$ cat src/rtl/vec_pkg.sv
// Shared definitions for the vector feeder: parameter defaults, FSM states
// and the helper that sizes the pair index counters.
package vec_pkg;

    localparam int unsigned VEC_LEN_DEF = 8;
    localparam int unsigned DATA_W_DEF  = 8;
    localparam int unsigned ACC_W_DEF   = 32;

    // Index counter width for a vector of pairs (at least one bit).
    function automatic int unsigned cnt_width(input int unsigned len);
        return (len < 2) ? 1 : $clog2(len);
    endfunction

    localparam int unsigned CNT_W_DEF = cnt_width(VEC_LEN_DEF);

    typedef enum logic [1:0] {
        ST_LOAD  = 2'd0,
        ST_ISSUE = 2'd1,
        ST_WAIT  = 2'd2
    } vec_state_e;

endpackage

$ cat src/rtl/vec_pair_buf.sv
// Pair storage for one dot-product vector.
// Ports: clk_i; write port (wr_en_i, wr_addr_i, wr_input_i, wr_weight_i);
//        read port (rd_addr_i -> rd_input_c, rd_weight_c, combinational).
// Contents are never cleared; each load simply overwrites.
module vec_pair_buf
    import vec_pkg::*;
#(
    parameter int unsigned DEPTH  = VEC_LEN_DEF,
    parameter int unsigned DATA_W = DATA_W_DEF,
    parameter int unsigned AW     = cnt_width(DEPTH)
) (
    input  logic                     clk_i,
    input  logic                     wr_en_i,
    input  logic [AW-1:0]            wr_addr_i,
    input  logic signed [DATA_W-1:0] wr_input_i,
    input  logic signed [DATA_W-1:0] wr_weight_i,
    input  logic [AW-1:0]            rd_addr_i,
    output logic signed [DATA_W-1:0] rd_input_c,
    output logic signed [DATA_W-1:0] rd_weight_c
);

    logic signed [DATA_W-1:0] input_mem  [DEPTH];
    logic signed [DATA_W-1:0] weight_mem [DEPTH];

    // Write port.
    always_ff @(posedge clk_i) begin
        if (wr_en_i) begin
            input_mem[wr_addr_i]  <= wr_input_i;
            weight_mem[wr_addr_i] <= wr_weight_i;
        end
    end

    // Read port; the feeder registers it before it leaves the block.
    assign rd_input_c  = input_mem[rd_addr_i];
    assign rd_weight_c = weight_mem[rd_addr_i];

endmodule

$ cat src/rtl/vec_feeder.sv
// Loads VEC_LEN (input, weight) pairs, streams them to a MAC one per cycle,
// then waits for the MAC result and captures it.
// Ports: clk_i, rst_i (sync, active high);
//        load_valid_i/load_input_i/load_weight_i/load_ready_o: pair loading;
//        dsp_enable_o/dsp_input_o/dsp_weight_o/dsp_valid_o: registered MAC feed,
//        dsp_valid_o flags the last pair;
//        mac_valid_i/mac_result_i: MAC result return;
//        result_o/result_valid_o: captured dot product and its one-cycle strobe.
module vec_feeder
    import vec_pkg::*;
#(
    parameter int unsigned VEC_LEN = VEC_LEN_DEF,
    parameter int unsigned DATA_W  = DATA_W_DEF,
    parameter int unsigned ACC_W   = ACC_W_DEF
) (
    input  logic                     clk_i,
    input  logic                     rst_i,
    input  logic                     load_valid_i,
    input  logic signed [DATA_W-1:0] load_input_i,
    input  logic signed [DATA_W-1:0] load_weight_i,
    output logic                     load_ready_o,
    output logic                     dsp_enable_o,
    output logic signed [DATA_W-1:0] dsp_input_o,
    output logic signed [DATA_W-1:0] dsp_weight_o,
    output logic                     dsp_valid_o,
    input  logic                     mac_valid_i,
    input  logic signed [ACC_W-1:0]  mac_result_i,
    output logic signed [ACC_W-1:0]  result_o,
    output logic                     result_valid_o
);

    localparam int unsigned CNT_W = cnt_width(VEC_LEN);
    localparam logic [CNT_W-1:0] LAST_IDX = CNT_W'(VEC_LEN - 1);

    vec_state_e       state_q, state_d;
    logic [CNT_W-1:0] load_cnt_q;
    logic [CNT_W-1:0] issue_cnt_q;

    logic                     load_fire;
    logic                     load_last;
    logic                     issuing;
    logic                     issue_last;
    logic                     capture;
    logic signed [DATA_W-1:0] buf_input;
    logic signed [DATA_W-1:0] buf_weight;

    assign load_fire  = (state_q == ST_LOAD) && load_valid_i;
    assign load_last  = load_fire && (load_cnt_q == LAST_IDX);
    assign issuing    = (state_q == ST_ISSUE);
    assign issue_last = issuing && (issue_cnt_q == LAST_IDX);
    assign capture    = (state_q == ST_WAIT) && mac_valid_i;

    vec_pair_buf #(
        .DEPTH  (VEC_LEN),
        .DATA_W (DATA_W),
        .AW     (CNT_W)
    ) u_pair_buf (
        .clk_i       (clk_i),
        .wr_en_i     (load_fire),
        .wr_addr_i   (load_cnt_q),
        .wr_input_i  (load_input_i),
        .wr_weight_i (load_weight_i),
        .rd_addr_i   (issue_cnt_q),
        .rd_input_c  (buf_input),
        .rd_weight_c (buf_weight)
    );

    // Next-state logic.
    always_comb begin
        state_d = state_q;
        case (state_q)
            ST_LOAD:  if (load_last)  state_d = ST_ISSUE;
            ST_ISSUE: if (issue_last) state_d = ST_WAIT;
            ST_WAIT:  if (capture)    state_d = ST_LOAD;
            default:                  state_d = ST_LOAD;
        endcase
    end

    // State and pair index counters.
    always_ff @(posedge clk_i) begin
        if (rst_i) begin
            state_q     <= ST_LOAD;
            load_cnt_q  <= '0;
            issue_cnt_q <= '0;
        end else begin
            state_q <= state_d;
            if (load_fire) begin
                load_cnt_q <= load_last ? '0 : load_cnt_q + CNT_W'(1);
            end
            if (issuing) begin
                issue_cnt_q <= issue_last ? '0 : issue_cnt_q + CNT_W'(1);
            end
        end
    end

    // Output registers; the issued pair lands on dsp_* one cycle after its read.
    always_ff @(posedge clk_i) begin
        if (rst_i) begin
            load_ready_o   <= 1'b1;
            dsp_enable_o   <= 1'b0;
            dsp_input_o    <= '0;
            dsp_weight_o   <= '0;
            dsp_valid_o    <= 1'b0;
            result_o       <= '0;
            result_valid_o <= 1'b0;
        end else begin
            load_ready_o   <= (state_d == ST_LOAD);
            dsp_enable_o   <= issuing;
            dsp_input_o    <= issuing ? buf_input  : '0;
            dsp_weight_o   <= issuing ? buf_weight : '0;
            dsp_valid_o    <= issue_last;
            result_valid_o <= capture;
            if (capture) begin
                result_o <= mac_result_i;
            end
        end
    end

endmodule

$ cat config.mk
export PLATFORM = sky130hd
export DESIGN_NAME = vec_feeder
export DESIGN_NICKNAME = d
export VERILOG_FILES = /design/src/rtl/vec_pkg.sv /design/src/rtl/vec_pair_buf.sv /design/src/rtl/vec_feeder.sv
export SDC_FILE = /design/constraint.sdc
export NUM_CORES = 1
export LEC_CHECK = 0
export CAP_MARGIN = 40
export CORE_MARGIN = 2
export CORE_UTILIZATION = 48
export CTS_CLUSTER_SIZE = 10
export DETAILED_ROUTE_END_ITERATION = 10
export GPL_TIMING_DRIVEN = 0
export PLACE_DENSITY = 0.85
export REMOVE_ABC_BUFFERS = 1
export SKIP_LAST_GASP = 1
export SLEW_MARGIN = 20
export SYNTH_ARGS = -nofsm -noshare
export SYNTH_HDL_FRONTEND = slang
export SYNTH_SLANG_ARGS = --single-unit
$ cat constraint.sdc
create_clock -name clk_i -period 2.6 [get_ports clk_i]
set_input_delay 0.52 -clock clk_i [delete_from_list [all_inputs] [get_ports clk_i]]
set_output_delay 0.52 -clock clk_i [all_outputs]
set_load 0.02 [all_outputs]
==> impl_metrics.ini <==
[status]
outcome = finished, final reports clean

[setup_path]
critPathCaptureType = flop
required_ns = 2.73
crit_arrival_ns = 2.51
startpoint_type = input port
cp_max_fo = 10
crit_type = in2reg

[placed_design]
pre_cts_slack_ns = -0.240
portBuffers = 103
place_area_mm2 = 0.00814
placed_cells = 679
gp_congestion = 0.744
dp_hpwl_mm = 9.20

[finish]
fin_util_pct = 63.0
nets = 575
area_growth_pct = 28.4
drive_above_1_share_pct = 16.5
fin_cells = 712
n_antenna_cell = 0
multi_input_area_mm2 = 0.00164
fillers = 928
fin_area_mm2 = 0.00871
seq_area_mm2 = 0.00505

[global_routing]
grt_max_degree = 41
grt_pass1_wl_mm = 21.5
grt_overflow = 0
grt_pass1_vias = 4043
grt.total_usage_pct = 19.7
antenna_found_initial = 0

[clock_network]
cts_sinks = 188
cts.clk_slew.worst_paths_ns = 0.06
htreeDepth = 4
worstSkewPairLatency_ns = 0.43
cts-root-buf = clkbuf_16
postCtsSetupRepairBufs = 0
cts_tree = done
clk_path_buf_depth = 2
cts_buffers = 17
ctsHoldBuffers = 0
cts.repair.resized = 0

[synthesis]
synthFlopType = edfxtp_1
yosysMostFrequentCell = edfxtp_1
yosysWarnings = 0
yosysSeqAreaShare_pct = 74.3
netlist_area_mm2 = 0.00679
synth_area_leaders = edfxtp_1 (57%), dfxtp_1 (18%), mux4_2 (9.6%)
synth.distinct_cells = 25
synth_top_area_share_pct = 56.6
syn_avg_cell_area_um2 = 16.8
synthArstFlopShare_pct = 0
ys_ff_latch = 188
synth_top_cell_by_area = edfxtp_1
synth_edf_count = 128
synthTopCellsByCount = edfxtp_1 (128), nand2_1 (67), dfxtp_1 (60), a21oi_1 (36), mux4_2 (29)
synth_cells = 405

[timing]
worstMarginPinSlew_ns = 0.854
period_share_pct = 91.7
clock.fmax_mhz = 420
rsz0062_at_grt = false
slew_violations = 0
finalClockSkew_ns = 0.0166
hold_violations = 0
fin_ws_ns = 0.217
fin_crit_ns = 2.38
setup_viol = 0
fin_setup_tns_ns = 0
hold_ws_ns = 0.343
slew_headroom_pct = 42.9

[pwr]
vdd_drop_max_mv = 0.448
power_mw = 5.89
leakagePower_nw = 2.82
power.share.clock_pct = 41.4
p_switching_mw = 1.19
p_comb_share_pct = 3.4
switching_share_pct = 20.1
p_seq_share_pct = 55.3
cellPowerDensity_mw_per_mm2 = 675
intPower_mw = 4.70

[die]
rows = 43
initial_core_util_pct = 49.1
die_area_mm2 = 0.0151
die_x_um = 123
core_area_mm2 = 0.0138
dieHeight_um = 123
num_io_pins = 104

[detailed_routing]
ant_nets = 0
wl_per_cell_um = 19.5
drc = 0
vias_per_cell = 5.40
wl_mm = 13.9
initialDrtViolationCount = 321
via_count = 3845
drtPass1Iterations = 4

[run]
max_cap_violations = 0

[hold_path]
hold_class = in2reg
layout by cell type, fill, tap and decap left out, types with 2 or more instances in the layout:
| master | n |
|---|---|
| a21oi_1 | 36 |
| a22o_1 | 16 |
| buf_6 | 6 |
| buf_8 | 6 |
| clkbuf_1 | 2 |
| clkbuf_16 | 17 |
| clkdlybuf4s50_1 | 102 |
| clkinv_2 | 2 |
| clkinvlp_4 | 4 |
| dfxtp_1 | 58 |
| edfxtp_1 | 128 |
| ha_1 | 4 |
| inv_6 | 2 |
| inv_8 | 2 |
| mux2i_1 | 3 |
| mux4_1 | 3 |
| mux4_2 | 29 |
| nand2_1 | 67 |
| nand2b_1 | 7 |
| nand3b_1 | 5 |
| nor2_1 | 8 |
| nor2_2 | 6 |
| nor3_2 | 2 |
final cells by class:
| type | instances | share of cell area [%] |
|---|---|---|
| Tap cell | 180 | 2.58 |
| Clock buffer | 20 | 5.13 |
| Sequential cell | 188 | 57.9 |
| Multi-Input combinational cell | 194 | 18.8 |
| Clock inverter | 12 | 1.31 |
| Timing Repair Buffer | 118 | 14.2 |
sequential cells by signal, indices dropped and copies added, names as in the netlist, 2 cells and up:
register	cells
u_pair_buf.input_mem	64
load_cnt_q	3
dsp_input_o	8
issue_cnt_q	3
result_o	32
state_q	2
u_pair_buf.weight_mem	64
dsp_weight_o	8
per-layer routing:
metal,wire (um),track usage [%],part of all wire (%)
met5,0,0,0
met3,1130,6.60,8.1
met2,7200,32.7,52
met4,141,8.55,1.0
met1,5410,23.5,39
logic make-up (layout without fill, tap and decap cells):
logic type,count (synthesis),count (layout),synth area share (%)
AO/OA/AOI/OAI,53,53,4.83
buffers and inverters,23,150,1.90
multiplexers,35,35,11.2
AND/OR/NAND/NOR,102,102,7.00
flip-flops,188,188,74.3
adder cells (fa/ha/maj),4,4,0.737
worst max-delay path, cell delays in order:
cell             delay [ns]
clkdlybuf4s50_1        0.47
nor3b_2                0.40
nand2_1                0.26
nor2_2                 0.62
buf_6                  0.24
path summary, 6_finish.rpt:
kind	cells after the start	slack, ns	startpoint	to
max	5	0.22	load_valid_i	u_pair_buf.input_mem[3][1]
min	2	0.34	rst_i	result_o[3]
max reg2reg	4	0.39	state_q[0]	u_pair_buf.input_mem[3][1]
min reg2reg	2	0.45	result_o[17]	result_o[17]
power groups by stage:
stage / combinational, mW / clock [mW] / sequential, mW
after floorplan: 0.0504 / 0 / 3.31
after global placement: 0.170 / 0 / 3.32
after detailed placement: 0.199 / 0 / 3.32
after CTS: 0.201 / 2.49 / 3.25
after global routing: 0.214 / 2.59 / 3.25
final: 0.199 / 2.43 / 3.25
(Power assumes the default switching activity.)
